### config.mk
export PLATFORM = sky130hd
export DESIGN_NAME = scumv_ramp_sequencer
export DESIGN_NICKNAME = d
export VERILOG_FILES = /design/src/rtl/scumv_ramp_pkg.sv /design/src/rtl/scumv_ramp_sequencer.sv
export SDC_FILE = /design/constraint.sdc
export NUM_CORES = 1
export LEC_CHECK = 0
export CAP_MARGIN = 20
export CORE_MARGIN = 2
export CORE_UTILIZATION = 53
export DETAILED_ROUTE_END_ITERATION = 7
export PLACE_DENSITY = 0.78
export SLEW_MARGIN = 20
export SYNTH_ARGS = -nofsm -noshare
export SYNTH_HDL_FRONTEND = slang
export SYNTH_SLANG_ARGS = --single-unit
### constraint.sdc
create_clock -name clock -period 7.1 [get_ports clock]
set_clock_uncertainty 0.05 [all_clocks]
set_input_delay 1.065 -clock clock [delete_from_list [all_inputs] [get_ports clock]]
set_output_delay 1.065 -clock clock [all_outputs]
set_load 0.005 [all_outputs]
### src/rtl/scumv_ramp_pkg.sv
// Shared types and widths for the SCUM-V FMCW ramp sequencer.
// Optional chirp counter is enabled by SCUMV_RAMP_CHIRP_COUNT_EN.
package scumv_ramp_pkg;

    localparam int CODE_W  = 8;
    localparam int DWELL_W = 24;
    localparam int IDLE_W  = 32;
    localparam int CNT_W   = 16;

    typedef enum logic [1:0] {
        ST_OFF,
        ST_RAMP,
        ST_GAP
    } ramp_state_t;

    typedef struct packed {
        logic [CODE_W-1:0]  start;
        logic [CODE_W-1:0]  steps;
        logic [DWELL_W-1:0] cycles;
        logic [IDLE_W-1:0]  idle;
    } ramp_cfg_t;

endpackage

### src/rtl/scumv_ramp_sequencer.sv
// FMCW ramp sequencer: stepped frequency code plus chirp/gap strobes.
// Define SCUMV_RAMP_CHIRP_COUNT_EN to add the io_chirpCount output.
module scumv_ramp_sequencer
    import scumv_ramp_pkg::*;
(
    input  logic               clock,
    input  logic               reset,
    input  logic               io_enable,
    input  logic               io_rst,
    input  logic [CODE_W-1:0]  io_frequencyStepStart,
    input  logic [CODE_W-1:0]  io_numFrequencySteps,
    input  logic [DWELL_W-1:0] io_numCyclesPerFrequency,
    input  logic [IDLE_W-1:0]  io_numIdleCycles,
    output logic [CODE_W-1:0]  io_freqCode,
    output logic               io_rampActive,
    output logic               io_gapActive,
    output logic               io_chirpStart
`ifdef SCUMV_RAMP_CHIRP_COUNT_EN
    ,
    output logic [CNT_W-1:0]   io_chirpCount
`endif
);

    ramp_state_t        state;
    ramp_cfg_t          shadow;
    ramp_cfg_t          cfg_in;
    logic [CODE_W-1:0]  step_idx;
    logic [DWELL_W-1:0] dwell;
    logic [IDLE_W-1:0]  idle_cnt;

    logic [CODE_W-1:0]  steps_m1;
    logic [DWELL_W-1:0] dwell_m1;
    logic [IDLE_W-1:0]  idle_m1;
    logic               clr;
    logic               step_done;
    logic               chirp_done;
    logic               gap_done;
    logic               start_next;

    always_comb begin
        cfg_in.start  = io_frequencyStepStart;
        cfg_in.steps  = io_numFrequencySteps;
        cfg_in.cycles = io_numCyclesPerFrequency;
        cfg_in.idle   = io_numIdleCycles;
    end

    // Zero step/dwell counts behave as one; limits are N-1 so no extra bit.
    always_comb begin
        steps_m1 = '0;
        dwell_m1 = '0;
        if (shadow.steps != '0)
            steps_m1 = shadow.steps - 1'b1;
        if (shadow.cycles != '0)
            dwell_m1 = shadow.cycles - 1'b1;
        idle_m1 = shadow.idle - 1'b1;
    end

    assign clr        = !reset || io_rst;
    assign step_done  = (dwell == dwell_m1);
    assign chirp_done = step_done && (step_idx == steps_m1);
    assign gap_done   = (idle_cnt == idle_m1);

    // A new chirp begins on the cycle after any latch point.
    always_comb begin
        start_next = 1'b0;
        if (!clr && io_enable) begin
            unique case (state)
                ST_OFF:  start_next = 1'b1;
                ST_RAMP: start_next = chirp_done
                                      && (shadow.idle == '0);
                ST_GAP:  start_next = gap_done;
                default: start_next = 1'b0;
            endcase
        end
    end

    always_ff @(posedge clock) begin
        if (clr || !io_enable) begin
            state         <= ST_OFF;
            io_freqCode   <= '0;
            io_rampActive <= 1'b0;
            io_gapActive  <= 1'b0;
            io_chirpStart <= 1'b0;
            step_idx      <= '0;
            dwell         <= '0;
            idle_cnt      <= '0;
            if (clr)
                shadow <= '0;
        end else begin
            io_chirpStart <= start_next;
            if (start_next) begin
                shadow        <= cfg_in;
                state         <= ST_RAMP;
                io_freqCode   <= cfg_in.start;
                io_rampActive <= 1'b1;
                io_gapActive  <= 1'b0;
                step_idx      <= '0;
                dwell         <= '0;
                idle_cnt      <= '0;
            end else begin
                unique case (state)
                    ST_RAMP: begin
                        if (step_done) begin
                            dwell <= '0;
                            if (chirp_done) begin
                                state         <= ST_GAP;
                                io_freqCode   <= shadow.start;
                                io_rampActive <= 1'b0;
                                io_gapActive  <= 1'b1;
                                idle_cnt      <= '0;
                            end else begin
                                step_idx    <= step_idx + 1'b1;
                                io_freqCode <= io_freqCode + 1'b1;
                            end
                        end else begin
                            dwell <= dwell + 1'b1;
                        end
                    end
                    ST_GAP: begin
                        idle_cnt <= idle_cnt + 1'b1;
                    end
                    default: begin
                    end
                endcase
            end
        end
    end

`ifdef SCUMV_RAMP_CHIRP_COUNT_EN
    // First chirp after OFF loads 1: the counter clears and counts it at once.
    always_ff @(posedge clock) begin
        if (clr) begin
            io_chirpCount <= '0;
        end else if (start_next) begin
            if (state == ST_OFF)
                io_chirpCount <= CNT_W'(1);
            else
                io_chirpCount <= io_chirpCount + 1'b1;
        end
    end
`endif

endmodule

Word-level counts from Yosys, hierarchy flattened
Cells that the tools add are included.

Multiplexer cells: 23. Reduce and logical (&&, ||, !) cells: 24. Bitwise logic cells: 1. Add/subtract/negate cells: 7. Equal/unequal tests: 8.

Operators by type and width (number): $mux W72 (3); $mux W32 (2); $pmux W32 S2 (1); $mux W24 (2); $mux W8 (5); $add A32 B1 Y32 const B (1); $eq A32 B32 Y1 (1); $logic_not A32 Y1 (1); $sub A32 B1 Y32 const B (1); $add A24 B1 Y24 const B (1); $eq A24 B24 Y1 (1); $reduce_bool A24 Y1 (1); $sub A24 B1 Y24 const B (1); $add A8 B1 Y8 const B (2); $reduce_and A3 Y1 (4); $reduce_bool A2 Y1 (5); $mux W1 (9); $eq A8 B8 Y1 (1); $reduce_bool A8 Y1 (1); $sub A8 B1 Y8 const B (1); $ne A2 B2 Y1 const B (3); $reduce_and A2 Y1 (2); $logic_and A1 B1 Y1 (3); $logic_not A1 Y1 (3); 7 further kinds (8).

Flip-flop bits (word level): 148. Logic and storage cells: 75. Bits of input ports: 76.

Longest topological paths before layout
Gate-level depths: netlist (run 1).

Word-level depth: 9. Depth in mapped cells: 14.

Worst setup path after synthesis (run 1)
No wires, ideal clock.

Path kind: register to register. From: reg shadow[56] (netlist name). To: reg shadow[0] (netlist name), enable pin. Setup slack: 0.093 ns. Data required time: 6.539 ns. Arrival: 6.446 ns. Library setup time: 0.511 ns. Period minus slack after synthesis: 7.007 ns. Cell stages (with the launch flop): 14. Cell sequence: edfxtp_1 -> inv_1 -> ha_1 -> or4b_2 -> or4b_1 -> nand2_1 -> xor2_1 -> or4_1 -> buf_2 -> nor3_1 -> and4_1 -> o21ai_4 -> buf_6 -> o21ai_1.

Word-level cells in the longest chain between the ends: 9.

RTL lines: from (decl) (RTL line scumv_ramp_sequencer.sv:25) `ramp_cfg_t shadow;`; from (signal assigned) (RTL line scumv_ramp_sequencer.sv:92) `shadow <= cfg_in;`; $sub A8 B1 Y8 / $reduce_bool A8 Y1 (equally long branches) (RTL line scumv_ramp_sequencer.sv:52, scumv_ramp_sequencer.sv:51); $mux W8 (*) (RTL line scumv_ramp_sequencer.sv:51) `if (shadow.steps != '0)`; $eq A8 B8 Y1 (*) (RTL line scumv_ramp_sequencer.sv:60) `assign chirp_done = step_done && (step_idx == steps_m1);`; $logic_and A1 B1 Y1 (*) (RTL line scumv_ramp_sequencer.sv:60); $logic_and A1 B1 Y1 (*) (RTL line scumv_ramp_sequencer.sv:70) `&& (shadow.idle == '0);`; $pmux W1 S3 (*) (RTL line scumv_ramp_sequencer.sv:67) `unique case (state)`; $mux W1 (*) (RTL line scumv_ramp_sequencer.sv:66) `if (!clr && io_enable) begin`; $reduce_bool A2 Y1 (no source line) (*); $reduce_and A2 Y1 (no source line) (*).

Every way passes the cells marked *; elsewhere a longest branch is shown, timed or not. A chain may end at the register's enable or synchronous reset.

Worst setup path in the final report (run 1)
From: reg shadow[56] (netlist name). To: reg shadow[62] (netlist name), enable pin.

Same word-level chain as after synthesis.

==> impl_metrics.yaml, run 1 <==
timing:
  finalCritPeriodShare: 0.712
  rsz0062_at_grt: "false"
  fin_setup_tns_ns: 0
  finalSetupViolCount: 0
  tightest_slew_ns: 0.943
  finalCriticalPeriod_ns: 5.05
  fin_ws_ns: 2.05
  hold_violations: 0
  fmaxAchievable_mhz: 198
  slew_headroom: 0.365
  finalMaxSlewViolations: 0
synthesis:
  ys_seq_elements: 147
  ys.flop_type: "dfxtp_1"
  ys_types: 85
  yosysSeqAreaShare: 0.400
  synth_area_mm2: 0.00916
  synth_edf_count: 72
  syn_avg_cell_area_um2: 9.26
  synthArstFlopShare: 0
  syn_inst: 989
  yosysWarnings: 0
  syn-num-nets: 1072
hold_path:
  hold_end: "state[0]"
  min-delay-start: "state[0]"
  hold_depth: 2
  hp-class: "flop to flop"
power:
  p_leak_nw: 3.82
  peakVddDrop_mv: 0.173
  swShare: 0.259
  netSwitchingPower_uw: 567
  power.internal_mw: 1.62
  pwr-share-seq: 0.437
  power_density_mw_per_mm2: 204
  clockPowerShare: 0.422
  p_comb_frac: 0.142
clock_tree:
  cts_sinks: 147
  hold_buffers: 0
  post-cts-setup-buffer-count: 0
  clkTransAtPathRegs_ns: 0.06
  htreeDepth: 4
  tritoncts: "done"
  cts_buffers: 17
  post_cts_resize_count: 0
  clk_path_buf_depth: 2
  clock_latency_ns: 0.43
  root_buffer: "clkbuf_16"
final_layout:
  final_area_mm2: 0.0107
  n_antenna_cell: 0
  layout-drive-gt1-share: 0.0867
  nNetsFinal: 1131
  syn2layout_area_growth_pct: 16.9
global_routing:
  met1_usage: 0.337
  antenna_found_initial: 0
  grtUsageTotal: 0.251
  grt_pass1_vias: 7404
  grtUsageMet2: 0.410
  met3_usage: 0.0412
  grt_max_degree: 73
  grt.busiest_layer: "met2"
  grt_pass1_wl_um: 36700
  grt.overflow.total: 0
die:
  dieHeight_um: 135
  io_pins: 87
  die_area_mm2: 0.0184
  start_util: 0.535
  fp.coreArea_mm2: 0.0171
  fp-row-count: 48
  die_w_um: 135
place:
  preCtsSetupSlack_ns: 2.08
  placed_cell_area_mm2: 0.0101
  portBuffers: 86
  gp_congestion: 0.946
  dp_hpwl_um: 16000
worst_setup_path:
  rr_endpoint: "shadow[62]"
  cp_max_fo: 33
  reg2reg_slack_ns: 2.05
  r2r-start: "shadow[56]"
  crit_chain: "inv_1, ha_1, or4b_2, or4b_1, nand2_1, xor2_1, or4_1, nor3_1, and4_1, o21ai_4, o21ai_4, buf_4"
  cp_common_cell: "o21ai_4"
  worstRegToRegCells: 12
  worstSetupPathType: "flop to flop"
  critPathMaxStageDelay_ns: 0.70
  end_kind: "flop"
  startpoint_type: "flop"
  worstPathArrival_ns: 5.08
  startpoint: "shadow[56]"
  cp_slowest_cell: "or4_1"
  worstPathRequired_ns: 7.13
status:
  status: "finished, final reports clean"
detailed_routing:
  routed-via-count: 7748
  dr.first_iter.drc_count: 649
  drc: 0
  via_per_inst: 6.02
  route.detailed.wl_per_inst_um: 17.6
  antenna_left: 0
  routed_wl_um: 22600
  dr.pass1.iters: 5
run:
  cap_viol_max_count: 0
[final cells by class]
class	instances	area [µm²]
fillers	1465	6410
multi-input cells	764	5160
flip-flops and latches	147	3660
repair buffers	90	886
clock buffers	21	483
well taps	225	282
clock inverters	11	123
inverters	28	105
[per-stage QoR]
stage / cells / power, mW / util / hold slack (ns)
3_3_place_gp: 1254 / 1.27 / 0.590 / 0.472
4_1_cts: 1286 / 2.19 / 0.625 / 0.513
3_5_place_dp: 1254 / 1.28 / 0.590 / 0.496
5_1_grt: 1286 / 2.27 / 0.625 / 0.545
2_1_floorplan: 989 / 1.18 / - / 0.440
6_report: 1286 / 2.19 / 0.625 / 0.500
[flip-flops by register name (all words and copies together) (netlist names)]
register / cells
step_idx: 8
state: 2
dwell: 24
io_freqCode: 8
idle_cnt: 32
shadow: 72
io_chirpStart: 1
[layer usage]
metal	share of wire	vias up
met2	0.48	242
met4	0.023	0
met3	0.048	50
met5	0	-
li1	-	3749
met1	0.45	3707
[Yosys cell counts, types with 7 or more instances]
library cell  instances  area share
xor2_1               50       0.048
inv_1                28       0.011
or3_1                10      0.0068
nor2_1              120       0.049
a21oi_1              28       0.015
mux2i_1              12       0.013
and4_1                7      0.0067
dfxtp_1              75        0.16
o21ai_0              15      0.0082
edfxtp_1             72        0.24
or4_1                14       0.011
nand2b_1             10      0.0068
clkbuf_1             33       0.014
nor2b_1              10      0.0068
ha_1                  7      0.0096
a31oi_1              12      0.0082
o31ai_1               8      0.0066
nor4_1               17       0.012
nor3_1               34       0.019
nand4_1              29       0.020
nor3_2               12       0.013
nand2_1              45       0.018
or2_2                 7      0.0048
nand3_1              38       0.021
and3_1               84       0.057
xnor2_1              74       0.071
[power by group through the flow]
stage	combinational, mW	sequential [mW]	clock, mW
finish	0.310	0.955	0.923
global route	0.340	0.959	0.974
CTS	0.308	0.954	0.931
floorplan	0.218	0.960	0
global placement	0.302	0.971	0
detailed placement	0.305	0.972	0
[critical path, delay by kind of cell, from the launching register on]
| family | cells | cell delay (ns) |
|---|---|---|
| XOR/XNOR | 1 | 0.05 |
| adder cells (fa/ha/maj) | 1 | 0.21 |
| buffers and inverters | 2 | 0.60 |
| AO/OA/AOI/OAI | 2 | 0.77 |
| flip-flops | 1 | 0.41 |
| AND/OR/NAND/NOR | 6 | 2.58 |
[kinds of logic (layout without fill, tap and decap cells)]
kind of cell	Yosys count	in the layout	synth area share
xor gates and xnor gates	125	125	0.121
buffers and inverters	78	150	0.0385
and+or+nand+nor	490	490	0.312
muxes	16	16	0.0180
adders and majority gates	7	7	0.00956
AOI/OAI and AO/OA	126	126	0.101
DFF	147	147	0.400
[cells in the final DEF, fill, tap and decap left out, types with 7 or more instances in the layout]
cell and count:
clkdlybuf4s50_1 85, nand4_1 29, nand2_1 45, and4_1 7, nor3_1 34, or3_1 10
a31oi_1 12, nand2b_1 10, or2_2 7, nor3_2 12, xnor2_1 74, nor4_1 17
xor2_1 50, a21oi_1 28, and3_1 84, o31ai_1 8, nand3_1 38, mux2i_1 12
edfxtp_1 72, nor2_1 120, dfxtp_1 75, ha_1 7, o21ai_0 15, nor2b_1 9
clkbuf_16 19, or4_1 14, inv_1 28
[how the worst max path moves through the flow]
stage	to	slack [ns]
global route	shadow[62]	1.70
detailed placement	shadow[15]	2.08
global placement	shadow[16]	2.26
floorplan	shadow[0]	0.09
CTS	shadow[20]	2.05
finish	shadow[62]	2.05
No activity file was read; power rests on OpenSTA's default activity.
==> run 2: changes to the inputs <==
Settings changed: CORE_UTILIZATION 53 to 55, PLACE_DENSITY 0.78 to 0.77.
Clock period 7.1 ns to 4.85 ns, I/O delays scaled along.
==> impl_metrics.yaml, run 2 (synthesis gave the netlist of run 1 again) <==
power:
  power.total_mw: 3.27
  p_leak_nw: 3.89
  peakVddDrop_mv: 0.241
  power_density_mw_per_mm2: 301
place:
  gp_congestion: 0.965
  portBuffers: 86
  dp_hpwl_um: 16400
clock_tree:
  cts_sinks: 147
  root_buffer: "clkbuf_16"
  hold_buffers: 0
  clk_path_buf_depth: 2
  post_cts_resize_count: 0
  htreeDepth: 4
  tritoncts: "done"
  post-cts-setup-buffer-count: 0
  clock_latency_ns: 0.42
  cts_buffers: 17
  clkTransAtPathRegs_ns: 0.06
global_routing:
  grt_pass1_vias: 7354
  antenna_found_initial: 0
  grt_pass1_wl_um: 37300
  grtUsageTotal: 0.264
  grt_max_degree: 42
  grt.overflow.total: 0
final_layout:
  fill_cells: 1307
  regMostFlops: "shadow"
  post-route-util: 0.661
  final_cell_mix: "nor2_1, clkdlybuf4s50_1, and3_1"
  largest_register_ffs: 72
  final_common_cell: "nor2_1"
  layout-drive-gt1-share: 0.0979
  syn2layout_area_growth_pct: 18.4
  n_antenna_cell: 0
  nNetsFinal: 1142
  reg.largest.list: "shadow x72, idle_cnt x32, dwell x24"
die:
  fp-row-count: 47
  io_pins: 87
  dieHeight_um: 133
  die_w_um: 133
  fp.coreArea_mm2: 0.0164
  die_area_mm2: 0.0177
  start_util: 0.558
detailed_routing:
  routed_wl_um: 23000
  route.detailed.wl_per_inst_um: 17.8
  drc: 0
  met1_length_um: 10600
  dr.first_iter.drc_count: 658
  wl_met3_um: 1150
  via_per_inst: 6.07
  highest_layer: "met4"
  dr.pass1.iters: 5
  antenna_left: 0
  routed-via-count: 7846
  met2WireLength_um: 10800
worst_setup_path:
  worstPathRequired_ns: 4.91
  cp_slowest_cell: "or4_1"
  crit_chain: "inv_2, ha_2, or4b_4, or4b_1, nand2_1, xor2_1, or4_1, nor3_1, and4_1, o21ai_4, o21ai_4, buf_12"
  cp_max_fo: 39
  critPathMaxStageDelay_ns: 0.72
  startpoint_type: "flop"
  cp_common_cell: "o21ai_4"
  worstPathArrival_ns: 4.32
  end_kind: "flop"
  worstSetupPathType: "flop to flop"
timing:
  fmaxAchievable_mhz: 235
  finalSetupViolCount: 0
  tightest_slew_ns: 0.914
  slew_headroom: 0.389
  finalCritPeriodShare: 0.879
  hold_violations: 0
  rsz0062_at_grt: "false"
  finalCriticalPeriod_ns: 4.26
  fin_setup_tns_ns: 0
  finalMaxSlewViolations: 0
status:
  status: "finished, final reports clean"
run:
  cap_viol_max_count: 0
hold_path:
  hp-class: "flop to flop"
run 2: changes by cell type in the layout (fill, tap and decap cells not counted), moves of 2 or more:
cell,before,now
clkbuf_8,0,3
clkinv_4,2,0
buf_12,0,3
inv_6,2,0
buf_4,4,12
run 2: final timing paths:
kind              startpoint   endpoint  slack [ns]  cells past startpoint
setup / recovery  shadow[56]  shadow[7]        0.59                     12
hold / removal      state[0]   state[0]        0.49                      2
setup reg to reg  shadow[56]  shadow[7]        0.59                     12
hold reg to reg     state[0]   state[0]        0.49                      2
run 2: cell type report:
class	count	area, µm²	share of cell area
multi-input cells	764	5170	0.477
clock inverters	9	125	0.0115
repair buffers	101	1010	0.0928
flip-flops and latches	147	3660	0.338
clock buffers	23	499	0.0460
well taps	220	275	0.0254
inverters	28	105	0.00969
run 2: metal layers:
metal / global-route usage / vias to the layer above
li1: - / 3773
met1: 0.368 / 3748
met2: 0.419 / 282
met3: 0.0372 / 43
met4: 0.102 / 0
met5: 0 / -
run 2: per-stage QoR:
step,cell area [µm²],worst slack [ns],hold WS (ns),instances
after detailed placement,10200,0.660,0.482,1260
after global routing,10800,0.378,0.523,1292
final,10800,0.588,0.492,1292
after CTS,10800,0.624,0.497,1292
after floorplan,9180,0.0939,0.440,989
after global placement,10200,0.741,0.471,1260
run 2: critical path: cells and delay by family, from the launching register on:
family | cells | cell delay, ns
AND/OR/NAND/NOR | 6 | 2.41
AO/OA/AOI/OAI | 2 | 0.42
flip-flops | 1 | 0.42
buffers and inverters | 2 | 0.36
adder cells (fa/ha/maj) | 1 | 0.20
XOR/XNOR | 1 | 0.06
run 2: power by group:
part           internal, mW  total (mW)  switching (mW)
Sequential             1.34        1.40          0.0531
Clock                 0.878        1.39           0.515
Combinational         0.225       0.477           0.252
==> run 3: changes to the inputs <==
Settings changed: CAP_MARGIN 20 to default, CTS_CLUSTER_DIAMETER from default to 60.
==> results of run 3 <==
The final DEF is identical to that of run 2; final timing and power are the same.
